<file path="src/rtl/wvl_pkg.sv">
// Shared constants, state encoding and word builders for the EOF framer.
package wvl_pkg;

  localparam int MARK_W   = 8;
  localparam int ROACH_W  = 8;
  localparam int FNUM_W   = 12;
  localparam int TS_W     = 36;
  localparam int PAD_W    = 20;
  localparam int WCNT_W   = 8;
  localparam int EOFCNT_W = 32;
  localparam int WORD_W   = MARK_W + ROACH_W + FNUM_W + TS_W;

  localparam logic [MARK_W-1:0] HDR_MARK  = 8'hFF;
  localparam logic [MARK_W-1:0] TAIL_MARK = 8'hFE;

  typedef enum logic [2:0] {
    IDLE = 3'd0,
    HDR  = 3'd1,
    BODY = 3'd2,
    TAIL = 3'd3,
    EOFW = 3'd4
  } state_e;

  // Frame header: marker, board id, frame number, timestamp.
  function automatic logic [WORD_W-1:0] hdr_word(input logic [ROACH_W-1:0] id,
                                                 input logic [FNUM_W-1:0]  fnum,
                                                 input logic [TS_W-1:0]    ts);
    return {HDR_MARK, id, fnum, ts};
  endfunction

  // Flush tail: marker, zero pad, timestamp.
  function automatic logic [WORD_W-1:0] tail_word(input logic [TS_W-1:0] ts);
    return {TAIL_MARK, {PAD_W{1'b0}}, ts};
  endfunction

endpackage

</file>
<file path="src/rtl/wvl_eof_counter.sv">
// Wrapping event counter with increment enable and asynchronous clear.
module wvl_eof_counter #(
  parameter int W = 32
) (
  input  logic         clk,
  input  logic         clr_n,
  input  logic         inc,
  output logic [W-1:0] count
);

  // Count enabled events; wraps silently at 2^W.
  always_ff @(posedge clk or negedge clr_n) begin
    if (!clr_n) begin
      count <= '0;
    end else if (inc) begin
      count <= count + W'(1);
    end
  end

endmodule

</file>
<file path="src/rtl/wvl_eof_framer.sv">
// Packetises the photon stream into header-led frames that end with an EOF
// word, closing on a photon-count limit or on a time-slot flush tick.
//
// Handshakes: a word moves on a rising edge where valid && ready are both
// high. valid never depends on ready; once out_valid is up, out_data and
// out_eof hold until the edge that completes the transfer.
module wvl_eof_framer
  import wvl_pkg::*;
#(
  parameter int MAX_PHOTONS = 100,
  parameter int DATA_W      = 64
) (
  input  logic                user_clk,
  input  logic                user_rst_n,
  input  logic                en,
  input  logic [ROACH_W-1:0]  roach_id,
  input  logic [TS_W-1:0]     tstamp,
  input  logic                flush_tick,
  input  logic [DATA_W-1:0]   ph_data,
  input  logic                ph_valid,
  output logic                ph_ready,
  output logic [DATA_W-1:0]   out_data,
  output logic                out_valid,
  output logic                out_eof,
  input  logic                out_ready,
  output logic [FNUM_W-1:0]   frame_num,
  output logic [EOFCNT_W-1:0] n_eof_sent
);

  state_e              state;
  state_e              state_nxt;
  logic [WCNT_W-1:0]   wcnt;
  logic                flush_pend;

  logic                load_ok;
  logic                eof_hs;
  logic                last_word;
  logic                pend_set;
  logic                ld;
  logic [DATA_W-1:0]   ld_data;
  logic                ld_eof;
  logic                wcnt_clr;
  logic                wcnt_inc;
  logic                pend_clr;

  // The output register can take a new word when empty or draining this edge.
  assign load_ok   = !out_valid || out_ready;
  assign eof_hs    = out_valid && out_ready && out_eof;
  assign last_word = ({1'b0, wcnt} + 9'd1) == 9'(MAX_PHOTONS);
  // A flush only matters while a frame is open and not already closing.
  assign pend_set  = flush_tick && ((state == HDR) || (state == BODY));

  // State register.
  always_ff @(posedge user_clk or negedge user_rst_n) begin
    if (!user_rst_n) begin
      state <= IDLE;
    end else begin
      state <= state_nxt;
    end
  end

  // Next state, photon acceptance and output-register load selection.
  always_comb begin
    state_nxt = state;
    ph_ready  = 1'b0;
    ld        = 1'b0;
    ld_data   = '0;
    ld_eof    = 1'b0;
    wcnt_clr  = 1'b0;
    wcnt_inc  = 1'b0;
    pend_clr  = 1'b0;
    case (state)
      IDLE: begin
        if (en && ph_valid && load_ok) begin
          ld        = 1'b1;
          ld_data   = hdr_word(roach_id, frame_num, tstamp);
          wcnt_clr  = 1'b1;
          state_nxt = HDR;
        end
      end
      HDR: begin
        if (out_valid && out_ready) begin
          state_nxt = flush_pend ? TAIL : BODY;
        end
      end
      BODY: begin
        ph_ready = load_ok && !flush_pend;
        if (ph_valid && load_ok && !flush_pend) begin
          ld       = 1'b1;
          ld_data  = ph_data;
          wcnt_inc = 1'b1;
          // The size-limit photon carries the EOF itself, even if a flush
          // arrives on the same edge, so no tail follows it.
          if (last_word) begin
            ld_eof    = 1'b1;
            pend_clr  = 1'b1;
            state_nxt = EOFW;
          end
        end else if (flush_pend) begin
          state_nxt = TAIL;
        end
      end
      TAIL: begin
        if (load_ok) begin
          ld        = 1'b1;
          ld_data   = tail_word(tstamp);
          ld_eof    = 1'b1;
          pend_clr  = 1'b1;
          state_nxt = EOFW;
        end
      end
      EOFW: begin
        if (eof_hs) begin
          state_nxt = IDLE;
        end
      end
      default: state_nxt = IDLE;
    endcase
  end

  // Output register: load a new word, or drop valid once it has been taken.
  always_ff @(posedge user_clk or negedge user_rst_n) begin
    if (!user_rst_n) begin
      out_data  <= '0;
      out_valid <= 1'b0;
      out_eof   <= 1'b0;
    end else if (ld) begin
      out_data  <= ld_data;
      out_valid <= 1'b1;
      out_eof   <= ld_eof;
    end else if (out_ready) begin
      out_valid <= 1'b0;
      out_eof   <= 1'b0;
    end
  end

  // Photon count within the current frame.
  always_ff @(posedge user_clk or negedge user_rst_n) begin
    if (!user_rst_n) begin
      wcnt <= '0;
    end else if (wcnt_clr) begin
      wcnt <= '0;
    end else if (wcnt_inc) begin
      wcnt <= wcnt + 8'd1;
    end
  end

  // Pending flush; clearing on any EOF load wins over a same-edge tick.
  always_ff @(posedge user_clk or negedge user_rst_n) begin
    if (!user_rst_n) begin
      flush_pend <= 1'b0;
    end else if (pend_clr) begin
      flush_pend <= 1'b0;
    end else if (pend_set) begin
      flush_pend <= 1'b1;
    end
  end

  // Completed-frame number, stamped into the next header.
  always_ff @(posedge user_clk or negedge user_rst_n) begin
    if (!user_rst_n) begin
      frame_num <= '0;
    end else if (eof_hs) begin
      frame_num <= frame_num + 12'd1;
    end
  end

  wvl_eof_counter #(
    .W(EOFCNT_W)
  ) u_eof_cnt (
    .clk   (user_clk),
    .clr_n (user_rst_n),
    .inc   (eof_hs),
    .count (n_eof_sent)
  );

endmodule

</file>
<file path="config.mk">
export PLATFORM = sky130hd
export DESIGN_NAME = wvl_eof_framer
export DESIGN_NICKNAME = d
export VERILOG_FILES = /design/src/rtl/wvl_pkg.sv /design/src/rtl/wvl_eof_counter.sv /design/src/rtl/wvl_eof_framer.sv
export SDC_FILE = /design/constraint.sdc
export NUM_CORES = 1
export LEC_CHECK = 0
export BUFFER_PORTS_ARGS = -buffer_cell sky130_fd_sc_hd__buf_2
export CORE_ASPECT_RATIO = 2
export CORE_MARGIN = 2
export CORE_UTILIZATION = 50
export CTS_CLUSTER_SIZE = 10
export DETAILED_ROUTE_END_ITERATION = 6
export PLACE_DENSITY = 0.82
export SLEW_MARGIN = 40
export SYNTH_ARGS = -nofsm -noshare
export SYNTH_HDL_FRONTEND = slang
export SYNTH_HIERARCHICAL = 1
export SYNTH_SLANG_ARGS = --single-unit
export TNS_END_PERCENT = 20
</file>
<file path="constraint.sdc">
create_clock -name user_clk -period 5.87 [get_ports user_clk]
set_input_delay 0.2935 -clock user_clk [delete_from_list [all_inputs] [get_ports user_clk]]
set_output_delay 0.2935 -clock user_clk [all_outputs]
set_load 0.05 [all_outputs]
</file>
==> results of run 1 <==
-- layout make-up --
class	instances	area share [%]
Sequential cell	122	40.9
Multi-Input combinational cell	333	32.7
Timing Repair Buffer	231	15.8
Clock buffer	20	5.84
Tap cell	140	2.34
Clock inverter	12	2.01
Inverter	7	0.352
Antenna cell	1	0.0335
-- registers in the layout, summed over array words and instances (netlist names) --
register	flops
out_data	64
flush_pend	1
state	3
wcnt	8
out_eof	1
out_valid	1
u_eof_cnt/count	32
frame_num	12
-- worst max-delay path, delay by kind of cell (launching register included) --
family / cells / cell delay, ns
buf+inv: 1 / 0.33
flops: 1 / 0.44
simple gates: 4 / 1.37
xor+xnor: 1 / 0.19
-- cells in the final DEF (no fill, tap or decap), types with 5 or more instances in the layout --
cell and count:
a21o_1 57, a221o_1 8, a22o_1 57, a31oi_1 5
and3_1 6, buf_2 223, buf_4 6, clkbuf_16 17
dfrtp_1 122, inv_1 7, nand2_1 27, nand3_1 17
nand4_1 17, nor2_1 18, nor2b_1 6, nor3_1 6
o21ai_0 8, o21ai_1 7, xnor2_1 28, xor2_1 17
-- report_power, final --
part           switching [mW]  internal, mW
combinational            1.18         0.481
clock                   0.361         0.665
sequential              0.175          1.08
total                    1.72          2.22
-- final timing paths --
path / to / slack [ns] / cells after the start
setup / recovery: u_eof_cnt/count[28]$_DFFE_PN0P_ / 3.42 / 6
hold / removal: out_data[63]$_DFFE_PN0P_ / 0.14 / 2
setup reg to reg: u_eof_cnt/count[28]$_DFFE_PN0P_ / 3.42 / 6
hold reg to reg: out_data[50]$_DFFE_PN0P_ / 0.47 / 1
max in group asynchronous: wcnt[4]$_DFFE_PN0P_ / 4.35 / 3
min in group asynchronous: u_eof_cnt/count[29]$_DFFE_PN0P_ / 0.44 / 2
-- per-stage QoR --
| step | cell area (um2) | hold slack [ns] | setup WS, ns | instances |
|---|---|---|---|---|
| global route | 7470 | 0.118 | 3.26 | 865 |
| global placement | 6860 | 0.302 | 3.18 | 831 |
| detailed placement | 6870 | 0.316 | 3.46 | 832 |
| CTS | 7470 | 0.130 | 3.44 | 865 |
| finish | 7470 | 0.144 | 3.42 | 866 |
| floorplan | 5610 | -0.00209 | 3.42 | 486 |
-- per-layer routing --
| metal | vias up | GRT usage, % |
|---|---|---|
| met1 | 2425 | 26.7 |
| met3 | 31 | 8.74 |
| met4 | 4 | 10.0 |
| li1 | 2264 | - |
| met5 | - | 0 |
| met2 | 259 | 45.4 |
-- logic make-up (layout without fill, tap and decap cells) --
group           Yosys count  count (layout)  synth area share [%]
simple gates            128             128                  13.2
xor+xnor                 45              45                  7.02
buf+inv                  31             270                  2.47
fa+ha+maj                 4               4                 0.891
flops                   122             122                  54.4
mux                       2               2                 0.401
other cells               0               1                     0
compound gates          154             154                  21.6
==> impl_metrics.env, run 1 <==
export IMPL_fin_tns_setup_ns=0
export IMPL_fin_crit_ns=2.45
export IMPL_critPathRequiredTime_ns=6.16
export IMPL_hold_viol=0
export IMPL_drcViolationCount=0
export IMPL_overflow=0
export IMPL_met2_length_um=8210
export IMPL_drt_iter0_markers=248
export IMPL_synth_edf_count=0
export IMPL_finalMaxSlewViolations=0
export IMPL_ys_async_sr_fraction_pct=100
export IMPL_yosys_top_cells_count="dfrtp_1, a21o_1, a22o_1"
export IMPL_synthTopCellsByArea="dfrtp_1, a22o_1, a21o_1"
export IMPL_max_freq_mhz=408
export IMPL_wirelength_um=15600
export IMPL_die_y_um=154
export IMPL_gp_congestion=0.886
export IMPL_peakVddDrop_v=0.000317
export IMPL_coreArea_um2=10900
export IMPL_holdBufCountCts=1
export IMPL_grt_total_usage_pct=25.3
export IMPL_ys_warn_count=6
export IMPL_worst_path_largest_cell_delay_ns=0.69
export IMPL_wl_met1_um=5610
export IMPL_cts_tree="built"
export IMPL_grt_max_degree=81
export IMPL_post_cts_buffers=0
export IMPL_cts_buffers=17
export IMPL_outcome="complete, no violations"
export IMPL_dieWidth_um=78.9
export IMPL_ys_flop_type="dfrtp_1"
export IMPL_synth_distinct_cells=48
export IMPL_power_total_mw=3.94
export IMPL_fill_cells=831
export IMPL_ys_ff_latch=122
export IMPL_skew_ns=0.00627
export IMPL_multi_input_area_um2=2450
export IMPL_syn_nets=604
export IMPL_regArea_um2=3050
export IMPL_layout_nets=830
export IMPL_timing_final_crit_share_pct=41.7
export IMPL_cp_common_cell="nand3_1"
export IMPL_setup_viol=0
export IMPL_clockBufferDepth=2
export IMPL_maxCapViolCount=0
export IMPL_path_clk_slew_ns=0.06
export IMPL_arrival_ns=2.74
export IMPL_min_path_type="input port to register"
export IMPL_synthesis_area_um2=5610
export IMPL_synth_top_area_cell="dfrtp_1"
export IMPL_path_cells="nand3_1, inv_1, nand4_1, nor4_1, nand3_1, xnor2_1"
export IMPL_worstReg2RegStart="out_valid$_DFFE_PN0P_"
export IMPL_critPathCaptureType="register"
export IMPL_insertion_delay_ns=0.40
export IMPL_synth_cells=486
export IMPL_routed_top_layer="met5"
export IMPL_vias=4983
export IMPL_cts_resized=0
export IMPL_min_from="ph_data[63]"
export IMPL_dp_hpwl_um=11500
export IMPL_wire_per_inst_um=18.1
export IMPL_leakage_nw=4.17
export IMPL_cts_root_buf="clkbuf_16"
export IMPL_crit_path_start_kind="register"
export IMPL_timing_slew_headroom_pct=41.8
export IMPL_grt_pass1_wl_um=24100
export IMPL_grt_antenna_before_repair=3
export IMPL_slowest_stage="nor4_1"
export IMPL_ant_nets=0
export IMPL_cts_sinks=122
export IMPL_first_global_vias=4985
export IMPL_path_max_fanout=8
export IMPL_drive_gt1_share_pct=37.7
export IMPL_yosysMostFrequentCell="dfrtp_1"
export IMPL_rows=54
export IMPL_wl_met3_um=1380
export IMPL_critPathKind="register to register"
export IMPL_num_io_pins=225
export IMPL_start_util_pct=51.3
export IMPL_crit_start="out_valid$_DFFE_PN0P_"
export IMPL_finish_utilization_pct=68.3
export IMPL_htreeDepth=4
export IMPL_via_per_inst=5.75
export IMPL_rsz0062_at_grt="no"
export IMPL_worst_slew_pin_slew_ns=0.865
export IMPL_p_per_area_nw_per_um2=528
export IMPL_syn_avg_cell_area_um2=11.6
export IMPL_yosys_area_top_type_share_pct=54.4
export IMPL_syn_to_final_growth_pct=33.1
export IMPL_dr_pass1_iters=4
export IMPL_yosysSeqAreaShare_pct=54.4
export IMPL_io_buffers=224
export IMPL_die_area_um2=12100
(Power assumes the default switching activity.)
==> run 2: changes to the inputs <==
--- a/config.mk
+++ b/config.mk
@@ -8,10 +8,10 @@
 export BUFFER_PORTS_ARGS = -buffer_cell sky130_fd_sc_hd__buf_2
 export CORE_ASPECT_RATIO = 2
 export CORE_MARGIN = 2
-export CORE_UTILIZATION = 50
+export CORE_UTILIZATION = 49
 export CTS_CLUSTER_SIZE = 10
 export DETAILED_ROUTE_END_ITERATION = 6
-export PLACE_DENSITY = 0.82
+export PLACE_DENSITY = 0.81
 export SLEW_MARGIN = 40
 export SYNTH_ARGS = -nofsm -noshare
 export SYNTH_HDL_FRONTEND = slang
==> constraint.sdc (replaced) <==
create_clock -name user_clk -period 2.5 [get_ports user_clk]
set_input_delay 0.125 -clock user_clk [delete_from_list [all_inputs] [get_ports user_clk]]
set_output_delay 0.125 -clock user_clk [all_outputs]
set_load 0.05 [all_outputs]
==> impl_metrics.env, run 2 (synthesis results as in run 1) <==
export IMPL_coreArea_um2=11200
export IMPL_gp_congestion=0.871
export IMPL_ant_nets=0
export IMPL_finalMaxSlewViolations=0
export IMPL_hold_viol=0
export IMPL_outcome="complete, no violations"
export IMPL_final_common_cell="buf_2"
export IMPL_maxCapViolCount=0
export IMPL_cts_tree="built"
export IMPL_via_per_inst=5.70
export IMPL_vias=5036
export IMPL_peakVddDrop_v=0.000873
export IMPL_path_clk_slew_ns=0.06
export IMPL_setup_viol=0
export IMPL_critPathRequiredTime_ns=2.79
export IMPL_worst_slew_pin_slew_ns=0.715
export IMPL_grt_antenna_before_repair=2
export IMPL_leakage_nw=4.26
export IMPL_insertion_delay_ns=0.40
export IMPL_grt_max_degree=59
export IMPL_rows=55
export IMPL_drt_iter0_markers=158
export IMPL_overflow=0
export IMPL_start_util_pct=50.1
export IMPL_cts_buffers=17
export IMPL_skew_ns=0.00779
export IMPL_num_io_pins=225
export IMPL_clockBufferDepth=2
export IMPL_cts_root_buf="clkbuf_16"
export IMPL_dp_hpwl_um=11800
export IMPL_min_path_type="input port to register"
export IMPL_io_buffers=224
export IMPL_timing_slew_headroom_pct=52.3
export IMPL_timing_final_crit_share_pct=89.2
export IMPL_dieWidth_um=79.7
export IMPL_drcViolationCount=0
export IMPL_fin_area_um2=7660
export IMPL_cts_sinks=122
export IMPL_wire_per_inst_um=18.4
export IMPL_p_per_area_nw_per_um2=1240
export IMPL_path_max_fanout=31
export IMPL_fin_tns_setup_ns=0
export IMPL_cts_resized=0
export IMPL_arrival_ns=2.52
export IMPL_dr_pass1_iters=5
export IMPL_syn_to_final_growth_pct=36.5
export IMPL_rsz0062_at_grt="no"
export IMPL_die_area_um2=12400
export IMPL_wirelength_um=16200
export IMPL_layout_common_cells="buf_2, dfrtp_1, a22o_1, a21o_1, xnor2_1"
export IMPL_hold_ws_ns=0.0201
export IMPL_first_global_vias=5075
export IMPL_grt_total_usage_pct=26.0
export IMPL_max_freq_mhz=448
export IMPL_layout_nets=846
export IMPL_critPathKind="register to register"
export IMPL_fin_crit_ns=2.23
export IMPL_largest_reg_flops=64
export IMPL_critPathCaptureType="register"
export IMPL_reg_top3="out_data (64), u_eof_cnt/count (32), frame_num (12)"
export IMPL_crit_path_start_kind="register"
export IMPL_drive_gt1_share_pct=37.9
export IMPL_htreeDepth=4
export IMPL_die_y_um=155
export IMPL_grt_pass1_wl_um=24900
export IMPL_regMostFlops="out_data"
export IMPL_placedInstanceArea_um2=6930
run 2: cell types whose count changed in the layout (fill, tap and decap cells not counted), moves of 2 or more:
| cell | change |
|---|---|
| buf_4 | +7 |
| clkbuf_1 | -2 |
| clkbuf_8 | +2 |
| dlygate4sd3_1 | +9 |
run 2: where the power goes:
part           total (mW)  internal [mW]  switching, mW
clock                2.58           1.71          0.861
sequential           2.93           2.53          0.397
combinational        3.99           1.16           2.82
run 2: metrics by stage:
step | utilization [%] | instances | power (mW) | worst slack (ns)
final | 68.3 | 884 | 9.49 | 0.269
after global routing | 68.3 | 884 | 9.93 | 0.0948
after CTS | 68.3 | 883 | 9.56 | 0.269
after detailed placement | 61.8 | 841 | 6.93 | 0.289
after global placement | 61.8 | 841 | 6.83 | 0.335
after floorplan | - | 486 | 5.87 | 0.0503
run 2: final timing paths:
kind | end | slack [ns] | from | cells past startpoint
max | out_data[50]$_DFFE_PN0P_ | 0.27 | state[1]$_DFFE_PN0P_ | 6
min | out_data[43]$_DFFE_PN0P_ | 0.02 | ph_data[43] | 3
max reg2reg | out_data[50]$_DFFE_PN0P_ | 0.27 | state[1]$_DFFE_PN0P_ | 6
min reg2reg | out_data[55]$_DFFE_PN0P_ | 0.47 | out_data[55]$_DFFE_PN0P_ | 1
max in group asynchronous | state[2]$_DFFE_PN0P_ | 1.50 | user_rst_n | 3
min in group asynchronous | u_eof_cnt/count[18]$_DFFE_PN0P_ | 0.29 | user_rst_n | 2
run 2: cell type report:
class	instances	area, um2
Fill cell	819	3550
Timing Repair Buffer	247	1330
Inverter	7	26.3
Sequential cell	122	3050
Clock buffer	20	457
Tap cell	142	178
Clock inverter	12	171
Multi-Input combinational cell	333	2440
Antenna cell	1	2.50
run 2: metal layers:
metal / GRT usage (%) / vias to the layer above / part of all wire [%]
li1: - / 2312 / -
met1: 27.6 / 2409 / 36
met3: 7.71 / 45 / 7.9
met2: 45.7 / 268 / 52
met5: 0 / - / 0.080
met4: 13.5 / 2 / 4.1
run 2: worst max-delay path, cell delays in order, from the launching register on:
cell and delay, ns:
dfrtp_1 0.56, nor2b_1 0.23, o21ai_1 0.09, a21o_1 0.20, nand2b_2 0.43, buf_4 0.37
a21o_1 0.21
run 2: timing repair:
item                                    in CTS  in global routing
hold buffers                                10                  0
hold endpoints to repair                    55                  0
setup buffers                                0                  0
endpoints found under the setup margin       0                  0
